===== config.mk =====
export PLATFORM = sky130hd
export DESIGN_NAME = scurve_channel_sequencer
export DESIGN_NICKNAME = d
export VERILOG_FILES = /design/src/rtl/scurve_channel_sequencer_pkg.sv /design/src/rtl/scurve_channel_sequencer_ctest.sv /design/src/rtl/scurve_channel_sequencer.sv
export SDC_FILE = /design/constraint.sdc
export NUM_CORES = 1
export LEC_CHECK = 0
export ABC_CLOCK_PERIOD_IN_PS = 2400
export CORE_MARGIN = 2
export CORE_UTILIZATION = 45
export CTS_BUF_LIST = sky130_fd_sc_hd__clkbuf_8
export CTS_CLUSTER_DIAMETER = 40
export DETAILED_ROUTE_END_ITERATION = 16
export PLACE_DENSITY_LB_ADDON = 0.15
export SYNTH_ARGS = -nofsm -noshare
export SYNTH_HDL_FRONTEND = slang
export SYNTH_SLANG_ARGS = --single-unit

===== constraint.sdc =====
create_clock -name Clk -period 2.4 [get_ports Clk]
set_input_delay 0.72 -clock Clk [delete_from_list [all_inputs] [get_ports Clk]]
set_output_delay 0.72 -clock Clk [all_outputs]
set_load 0.1 [all_outputs]

===== src/rtl/scurve_channel_sequencer_pkg.sv =====
// Shared definitions for the S-curve sweep logic: FSM encoding, record framing
// words and the DAC bit-reverse mapping used by the slow-control interface.
package scurve_channel_sequencer_pkg;

   typedef enum logic [3:0] {
      ST_IDLE,
      ST_HEADER,
      ST_LOAD_SC,
      ST_WAIT_LOAD,
      ST_INJECT,
      ST_OUT_ID,
      ST_OUT_COUNT,
      ST_NEXT_POINT,
      ST_TAIL,
      ST_DONE
   } state_t;

   localparam logic [15:0] HEADER_WORD_DEF = 16'h5343;
   localparam logic [15:0] TAIL_WORD_DEF   = 16'h4443;
   localparam int          DAC_W           = 10;
   localparam int          CH_W            = 6;
   localparam int          CNT_W           = 16;

   // The ASIC slow-control chain shifts the DAC MSB-last, so the code is mirrored.
   function automatic logic [DAC_W-1:0] bit_reverse_dac(input logic [DAC_W-1:0] dac);
      logic [DAC_W-1:0] rev;
      for (int i = 0; i < DAC_W; i++) begin
         rev[i] = dac[DAC_W-1-i];
      end
      return rev;
   endfunction

endpackage


===== src/rtl/scurve_channel_sequencer_ctest.sv =====
// Charge-injection pulse generator: after i_start, one pulse every PULSE_INTERVAL
// cycles starting one cycle later; o_done marks expiry of the final interval.
module scurve_channel_sequencer_ctest #(
   parameter int PULSE_INTERVAL = 2000
) (
   input  logic        i_clk,
   input  logic        i_rst_n,
   input  logic        i_start,
   input  logic        i_abort,
   input  logic [15:0] i_pulse_num,
   output logic        o_pulse,
   output logic        o_done
);

   localparam int                TICK_W    = $clog2(PULSE_INTERVAL + 1);
   localparam logic [TICK_W-1:0] TICK_ONE  = TICK_W'(1);
   localparam logic [TICK_W-1:0] TICK_LAST = TICK_W'(PULSE_INTERVAL);

   logic              r_active;
   logic [TICK_W-1:0] r_tick;
   logic [15:0]       r_left;
   logic              w_expire;

   // Tick 0 is the entry cycle, tick 1 carries the pulse, tick PULSE_INTERVAL ends the interval.
   assign w_expire = r_active && (r_tick == TICK_LAST);
   assign o_pulse  = r_active && (r_tick == TICK_ONE);
   assign o_done   = w_expire && (r_left == 16'd1);

   always_ff @(posedge i_clk or negedge i_rst_n) begin
      if (!i_rst_n) begin
         r_active <= 1'b0;
         r_tick   <= '0;
         r_left   <= '0;
      end else if (i_abort) begin
         r_active <= 1'b0;
         r_tick   <= '0;
         r_left   <= '0;
      end else if (i_start) begin
         r_active <= 1'b1;
         r_tick   <= '0;
         r_left   <= i_pulse_num;
      end else if (w_expire) begin
         if (r_left == 16'd1) begin
            r_active <= 1'b0;
            r_tick   <= '0;
            r_left   <= '0;
         end else begin
            r_tick <= TICK_ONE;
            r_left <= r_left - 16'd1;
         end
      end else if (r_active) begin
         r_tick <= r_tick + TICK_ONE;
      end
   end

endmodule


===== src/rtl/scurve_channel_sequencer.sv =====
// S-curve sweep sequencer: walks a channel x DAC0 grid, injects test pulses,
// counts triggers per point and streams a framed record to a downstream FIFO.
module scurve_channel_sequencer
   import scurve_channel_sequencer_pkg::*;
#(
   parameter int          PULSE_INTERVAL = 2000,
   parameter logic [15:0] HEADER_WORD    = HEADER_WORD_DEF,
   parameter logic [15:0] TAIL_WORD      = TAIL_WORD_DEF
) (
   input  logic             Clk,
   input  logic             reset_n,
   input  logic             SweepStart,
   input  logic             SweepStop,
   input  logic [CH_W-1:0]  StartChannel,
   input  logic [CH_W-1:0]  EndChannel,
   input  logic [DAC_W-1:0] StartDAC0,
   input  logic [DAC_W-1:0] StopDAC0,
   input  logic [15:0]      TestPulseNumber,
   input  logic             TriggerIn,
   input  logic             SCLoadDone,
   input  logic             FifoFull,
   output logic [DAC_W-1:0] OutDAC0,
   output logic [CH_W-1:0]  MaskChannel,
   output logic             LoadSCParameter,
   output logic             CTestPulse,
   output logic [15:0]      SweepData,
   output logic             SweepData_en,
   output logic             SweepBusy,
   output logic             SweepDone
);

   state_t             r_state;
   state_t             w_next;
   logic [CH_W-1:0]    r_start_ch;
   logic [CH_W-1:0]    r_end_ch;
   logic [DAC_W-1:0]   r_start_dac;
   logic [DAC_W-1:0]   r_stop_dac;
   logic [15:0]        r_pulse_num;
   logic [CH_W-1:0]    r_ch;
   logic [DAC_W-1:0]   r_dac;
   logic [CNT_W-1:0]   r_trig_cnt;
   logic [15:0]        w_word;
   logic               w_wr_req;
   logic               w_abort;
   logic               w_empty;
   logic               w_gen_start;
   logic               w_inject_done;

   assign w_empty     = (r_start_ch > r_end_ch) || (r_start_dac > r_stop_dac);
   assign w_gen_start = (r_state == ST_WAIT_LOAD) && SCLoadDone && (r_pulse_num != 16'd0);

   scurve_channel_sequencer_ctest #(
      .PULSE_INTERVAL (PULSE_INTERVAL)
   ) u_ctest (
      .i_clk       (Clk),
      .i_rst_n     (reset_n),
      .i_start     (w_gen_start),
      .i_abort     (w_abort),
      .i_pulse_num (r_pulse_num),
      .o_pulse     (CTestPulse),
      .o_done      (w_inject_done)
   );

   always_ff @(posedge Clk or negedge reset_n) begin
      if (!reset_n) r_state <= ST_IDLE;
      else          r_state <= w_next;
   end

   always_comb begin
      w_next   = r_state;
      w_word   = '0;
      w_wr_req = 1'b0;
      w_abort  = 1'b0;
      case (r_state)
         ST_IDLE:       if (SweepStart) w_next = ST_HEADER;
         ST_HEADER: begin
            w_word   = HEADER_WORD;
            w_wr_req = 1'b1;
            if (!FifoFull) w_next = w_empty ? ST_TAIL : ST_LOAD_SC;
         end
         ST_LOAD_SC:    w_next = ST_WAIT_LOAD;
         ST_WAIT_LOAD:  if (SCLoadDone) w_next = (r_pulse_num == 16'd0) ? ST_OUT_ID : ST_INJECT;
         ST_INJECT:     if (w_inject_done) w_next = ST_OUT_ID;
         ST_OUT_ID: begin
            w_word   = {r_ch, r_dac};
            w_wr_req = 1'b1;
            if (!FifoFull) w_next = ST_OUT_COUNT;
         end
         ST_OUT_COUNT: begin
            w_word   = r_trig_cnt;
            w_wr_req = 1'b1;
            if (!FifoFull) w_next = ST_NEXT_POINT;
         end
         ST_NEXT_POINT: w_next = ((r_dac != r_stop_dac) || (r_ch != r_end_ch)) ? ST_LOAD_SC : ST_TAIL;
         ST_TAIL: begin
            w_word   = TAIL_WORD;
            w_wr_req = 1'b1;
            if (!FifoFull) w_next = ST_DONE;
         end
         ST_DONE:       w_next = ST_IDLE;
         default:       w_next = ST_IDLE;
      endcase
      // A word being written this cycle still goes out; only the transition is redirected.
      if (SweepStop && !(r_state inside {ST_IDLE, ST_TAIL, ST_DONE})) begin
         w_abort = 1'b1;
         w_next  = ST_TAIL;
      end
   end

   always_ff @(posedge Clk or negedge reset_n) begin
      if (!reset_n) begin
         r_start_ch  <= '0;
         r_end_ch    <= '0;
         r_start_dac <= '0;
         r_stop_dac  <= '0;
         r_pulse_num <= '0;
         r_ch        <= '0;
         r_dac       <= '0;
         r_trig_cnt  <= '0;
      end else begin
         if ((r_state == ST_IDLE) && SweepStart) begin
            r_start_ch  <= StartChannel;
            r_end_ch    <= EndChannel;
            r_start_dac <= StartDAC0;
            r_stop_dac  <= StopDAC0;
            r_pulse_num <= TestPulseNumber;
            r_ch        <= StartChannel;
            r_dac       <= StartDAC0;
         end
         if (r_state == ST_WAIT_LOAD) begin
            r_trig_cnt <= '0;
         end else if ((r_state == ST_INJECT) && TriggerIn && (r_trig_cnt != '1)) begin
            r_trig_cnt <= r_trig_cnt + CNT_W'(1);
         end
         // Equality compares against the end points keep 1023/63 from ever incrementing.
         if ((r_state == ST_NEXT_POINT) && !SweepStop) begin
            if (r_dac != r_stop_dac) begin
               r_dac <= r_dac + DAC_W'(1);
            end else if (r_ch != r_end_ch) begin
               r_ch  <= r_ch + CH_W'(1);
               r_dac <= r_start_dac;
            end
         end
      end
   end

   assign OutDAC0         = bit_reverse_dac(r_dac);
   assign MaskChannel     = r_ch;
   assign LoadSCParameter = (r_state == ST_LOAD_SC);
   assign SweepData       = w_word;
   assign SweepData_en    = w_wr_req && !FifoFull;
   assign SweepBusy       = (r_state != ST_IDLE) && (r_state != ST_DONE);
   assign SweepDone       = (r_state == ST_DONE);

endmodule


### Yosys cells after proc, flatten, opt, wreduce, memory -nomap -nowiden

Index checks and enable logic that the tools add are counted.
Widths: inputs -> output; s select.

| cells by class | value |
|---|---|
| add/sub/neg operators | 5 |
| order comparisons | 2 |
| eq/ne operators | 23 |
| multiplexer cells | 38 |
| reductions and logical operators | 29 |

Operators by type and width:

| operator | number |
|---|---|
| $mux 16 | 6 |
| $pmux 16 s4 | 1 |
| $mux 11 | 4 |
| $mux 10 | 4 |
| $mux 4 | 10 |
| $pmux 4 s9 | 1 |
| $mux 6 | 4 |
| $add 16x1->16 const B | 1 |
| $eq 16x1->1 const B | 1 |
| $eq 4x3->1 const B | 4 |
| $logic_not 16->1 | 1 |
| $ne 16x16->1 const B | 1 |
| $reduce_bool 16->1 | 1 |
| $sub 16x1->16 const B | 1 |
| $logic_and 1x1->1 | 12 |
| $ne 3x2->1 const B | 4 |
| $add 11x1->11 const B | 1 |
| $eq 11x1->1 const B | 1 |
| $eq 11x11->1 const B | 1 |
| $add 10x1->10 const B | 1 |
| $gt 10x10->1 | 1 |
| $ne 10x10->1 | 1 |
| $ne 3x3->1 const B | 3 |
| $reduce_bool 3->1 | 3 |
| 16 further kinds | 29 |

| storage, ports and cells | value |
|---|---|
| register bits after elaboration | 112 |
| word-level logic and storage cells | 109 |

### Logic depth before layout (Yosys ltp)

| depth | value |
|---|---|
| depth after elaboration | 7 |
| mapped depth | 8 |

### Hierarchy

Synthesis repeated with hierarchy kept, for this count alone.

| second synthesis, totals | value |
|---|---|
| cells, all modules | 796 |
| area, all modules | 6616.3 um^2 |

Modules (own cells, without submodules):

| module | times used | cells each | area an instance (um^2) |
|---|---|---|---|
| scurve_channel_sequencer | 1 | 595 | 4893.4 |
| scurve_channel_sequencer_ctest | 1 | 201 | 1722.9 |

### Worst setup path after synthesis

OpenSTA, ideal clock, no wires.

| timing path | value |
|---|---|
| path kind | reg2out |
| start | reg u_ctest.r_tick[5] |
| end | out CTestPulse |
| arrival | 4.235 ns |
| required time | 1.680 ns |
| path slack | -2.555 ns |
| cell stages (with the launch flop) | 4 |
| path buffers | 0 |
| cell sequence | dfrtp_1 or4b_4 or4_1 nor4_1 |

| on the way | value |
|---|---|
| longest elaborated chain between the ends | 2 |

Ends and longest elaborated chain:

| what | RTL line | source |
|---|---|---|
| from (decl) | scurve_channel_sequencer_ctest.sv:20 | `logic [TICK_W-1:0] r_tick;` |
| from (signal assigned) | scurve_channel_sequencer_ctest.sv:52 | `r_tick <= r_tick + TICK_ONE;` |
| $eq 11x1->1 | scurve_channel_sequencer_ctest.sv:26 | `assign o_pulse = r_active && (r_tick == TICK_ONE);` |
| $logic_and 1x1->1 | scurve_channel_sequencer_ctest.sv:26 |  |
| to (decl) | scurve_channel_sequencer.sv:25 | `output logic CTestPulse,` |

Every way passes these cells.

### Worst setup path in the final report

| timing path | value |
|---|---|
| start | reg u_ctest.r_tick[3] |
| end | out CTestPulse |

Same word-level chain as after synthesis.

==> results by stage <==
Power and ir drop:
- The total power divided by cell area is 1330 nW/um^2.
- The switching part of the total power is 50.2%.
- The sequential power share is 26.6%.
- The clock network burns 8.7% of the power.
- The power consumption is 12.6 mW.
- Combinational logic is responsible for 64.7% of the overall power.
- The static power due to leakage is 4.26 nW.
- IR analysis of the VDD net gives a maximum drop of 0.918 mV.
- The net switching power of the design is 6.34 mW.
- The internal power component is 6.29 mW.

Run status:
- The checks that failed: negative setup slack.
- The run finished, with violations left.

Synth:
- The post-synthesis net count is 854.
- The unique cell type count in the Yosys netlist is 64.
- The synthesized cell area is 6620 um^2.
- Counting flops with an async set or reset pin after synthesis yields a share of 100%.
- The most used flip-flop cell after synthesis is sky130_fd_sc_hd__dfrtp_1.
- The number of flops mapped to enable cells by yosys is 0.
- The synthesis-stage register bit count is 112.
- In the synthesized netlist, the number of instances is 775.
- Yosys attributes the largest share of cell area to sky130_fd_sc_hd__dfrtp_1, sky130_fd_sc_hd__nand2_1, sky130_fd_sc_hd__ha_1, sky130_fd_sc_hd__o21ai_0, sky130_fd_sc_hd__xor2_1.
- Of all cell types, the one taking the most synthesized area is sky130_fd_sc_hd__dfrtp_1.
- The number of synthesis warnings is 0.
- The commonest cells after synthesis are sky130_fd_sc_hd__nand2_1, sky130_fd_sc_hd__dfrtp_1, sky130_fd_sc_hd__nor2_1.
- A synthesized cell averages 8.54 um^2.
- The share of Yosys cell area claimed by the top area cell type is 42.4%.
- The share of the yosys chip area belonging to registers is 42.4%.
- In the post-synthesis netlist, the cell with the most instances is sky130_fd_sc_hd__nand2_1.

STA:
- The worst setup skew after layout is 16.9 ps.
- The final count of pins violating max slew is 0.
- Setup violations remaining at the end of the flow were counted as 18.
- Setup repair after global routing could not meet its margin everywhere.
- The worst setup slack after layout is -493 ps.
- For the finished layout, the period the worst path requires is 2890 ps.
- The worst pin sits at a relative slew slack of 65.3%.
- The worst path uses 121% of the clock period.
- The total negative setup slack is -1970 ps.
- The slew at the pin closest to its max-slew limit is 516 ps.
- For this run, the top clock speed supported by timing is 0.346 GHz.
- The number of failing hold endpoints at the final stage came to 0.

Placed design:
- The standard cell area after detailed placement is 8690 um^2.
- The HPWL after detailed placement is 14.3 mm.
- Before CTS, the worst setup slack after placement is -361 ps.
- Port buffering added 91 buffers.
- The congestion estimate from routability-driven global placement came to 0.929.

GRT:
- Global routing finished with a remaining overflow of 0.
- The first-pass GRT wire length is 32.2 mm.
- The via count of the first global-routing pass was 6,312.
- The number of antenna violations at the first check in global routing is 0.
- Entering global routing, the biggest net connects 49 pins.
- Global routing consumed, over all layers together, 25.1% of the routing resources.

Floorplanning:
- The total core area is 14,400 um^2.
- 92 I/O pins were placed.
- The full die area is 15,700 um^2.
- The width of the chip is 125 um.
- The initial standard-cell utilization of the core is 45.9%.
- The site row count is 44.
- In this run the vertical extent of the chip is 125 um.

Cells and area:
- After routing the design area is 9530 um^2.
- Of the cells placed in the final design, the portion with a size suffix greater than 1 is 29.3%.
- 0 antenna diodes ended up in the layout.
- Relative to the synthesized area, the layout overhead comes to 44.1%.
- The number of nets in the final layout is 1,040.
- The share of the core filled with cells in the final layout is 66.1%.
- Counting the fill cells in the layout gives 1,137.

Detailed routing:
- The pre-antenna-repair detailed-routing pass consisted of 7 iterations.
- The detailed router finished its first iteration with 678 violations.
- The post-detailed-routing wire length is 20.1 mm.
- The remaining antenna violation count is 0.
- The ratio of routed vias to standard cells is 5.73.
- In the routed design, unresolved DRC markers number 0.
- The post-detailed-route wirelength per cell is 17.5 um.
- Detailed routing inserted a total of 6,587 vias.

Clock tree:
- After clock tree synthesis, the clock-pin slew on the worst setup and hold paths is 110 ps.
- The longest clock path from root to sink contains 2 buffers.
- The CTS sink count is 112.
- Hold repair after CTS inserted 0 buffers.
- The cell at the root of the clock tree is sky130_fd_sc_hd__clkbuf_8.
- The clock reaches the later pin of the worst-skew pair after 400 ps.
- TritonCTS built the clock tree.
- Counting the buffers created by CTS gives 9.
- The number of H-tree levels is 3.

Critical path:
- The capturing element type of the critical path is an output port.
- The arrival time at the worst endpoint is 2170 ps.
- The startpoint type of the worst setup path is a flop.
- The delay of the slowest cell on the worst path is 540 ps.
- For the worst setup path, the data required time is 1680 ps.
- The signal on the critical path passes through or4b_4 > or4_4 > nor4_4 > buf_12.
- The highest-delay cell along the critical path is sky130_fd_sc_hd__or4b_4.
- The type of the worst setup path is reg2out.
- In this run the worst path has a maximum fanout of 2.

Hold path:
- The min-delay analysis places its worst path in the category in2async.

Flow run:
- The number of max-capacitance violations reported is 0.
-- sequential cells by signal, summed over array words and instances (netlist names) --
signal            flops
r_state               4
r_pulse_num          16
r_start_ch            6
r_end_ch              6
r_trig_cnt           16
r_start_dac          10
MaskChannel           6
u_ctest.r_active      1
u_ctest.r_left       16
r_dac                10
r_stop_dac           10
u_ctest.r_tick       11
-- final timing paths --
path                              startpoint        endpoint  slack, ps  cells after the start
min reg2reg                    r_start_ch[1]   r_start_ch[1]        500                      2
max                        u_ctest.r_tick[3]      CTestPulse       -490                      4
min                                  reset_n   r_trig_cnt[1]        200                      1
max in group asynchronous            reset_n      r_state[3]       1520                      2
max reg2reg                    r_trig_cnt[0]  r_trig_cnt[13]         70                      6
min in group Clk               r_start_ch[1]   r_start_ch[1]        500                      2
-- metrics by stage --
stage	instances	hold slack, ps
floorplan	775	424
CTS	1132	200
global placement	1099	470
finish	1149	202
detailed placement	1099	476
global route	1149	202
-- cells by family (layout without fill, tap and decap cells) --
| logic type | count (synthesis) | in the layout | synth area share (%) |
|---|---|---|---|
| xor gates and xnor gates | 45 | 45 | 5.96 |
| AOI/OAI and AO/OA | 173 | 173 | 17.1 |
| DFF | 112 | 112 | 42.4 |
| buffers and inverters | 73 | 263 | 4.56 |
| muxes | 1 | 1 | 0.151 |
| and+or+nand+nor | 347 | 347 | 25.3 |
| adders and majority gates | 24 | 24 | 4.54 |
-- power groups by stage --
stage	Sequential [mW]	Combinational (mW)	Clock (mW)
finish	3.36	8.17	1.10
global route	3.44	8.71	1.20
CTS	3.32	7.68	1.13
detailed placement	3.34	7.29	0
global placement	3.31	7.13	0
floorplan	4.07	3.96	0
-- placed cells by master, fill, tap and decap left out, drive strengths merged, types with 4 or more instances in the layout --
cell type and count:
a31oi 4, a311oi 4, a211oi 8, and3 11, nor2b 9, o2bb2ai 5, xor2 26, a22oi 18
nand2b 6, and2 4, ha 24, nor2 55, or3 5, a21boi 6, nand2 162, nor3 23
dfrtp 112, o22ai 15, clkdlybuf4s50 53, xnor2 19, inv 37, clkbuf 9, o21ai 52, a32oi 10
nand3 30, a21oi 27, buf 160, nor4 12, a22o 5, nand4 11, a21o 5
-- metal layers --
layer | part of all wire, % | wire (um) | up-vias | track usage [%]
met5 | 0 | 0 | - | 0
met4 | 1.1 | 214 | 0 | 5.49
met3 | 7.1 | 1430 | 21 | 5.13
met2 | 47 | 9370 | 262 | 38.8
met1 | 45 | 9080 | 3214 | 36.6
li1 | - | - | 3090 | -
-- timing repair --
item | 4_1_cts | 5_1_grt
cloned | 1 | 0
endpoints found under the setup margin | 45 | 51
pin swaps | 19 | 27
gates resized for setup | 60 | 48
buffers inserted | 17 | 18
-- cell type report --
type | instances | area (um^2) | share of cell area [%]
Clock buffer | 9 | 124 | 1.30
Clock inverter | 6 | 55.1 | 0.578
Inverter | 35 | 136 | 1.43
Multi-Input combinational cell | 590 | 4010 | 42.0
Sequential cell | 112 | 2830 | 29.7
Tap cell | 184 | 230 | 2.42
Timing Repair Buffer | 213 | 2150 | 22.6
-- worst max-delay path: cells and delay by family, from the launching register on --
kind | cells | cell delay, ps
AND/OR/NAND/NOR | 3 | 1180
buffers and inverters | 1 | 210
flip-flops | 1 | 390
(Power assumes the default switching activity.)
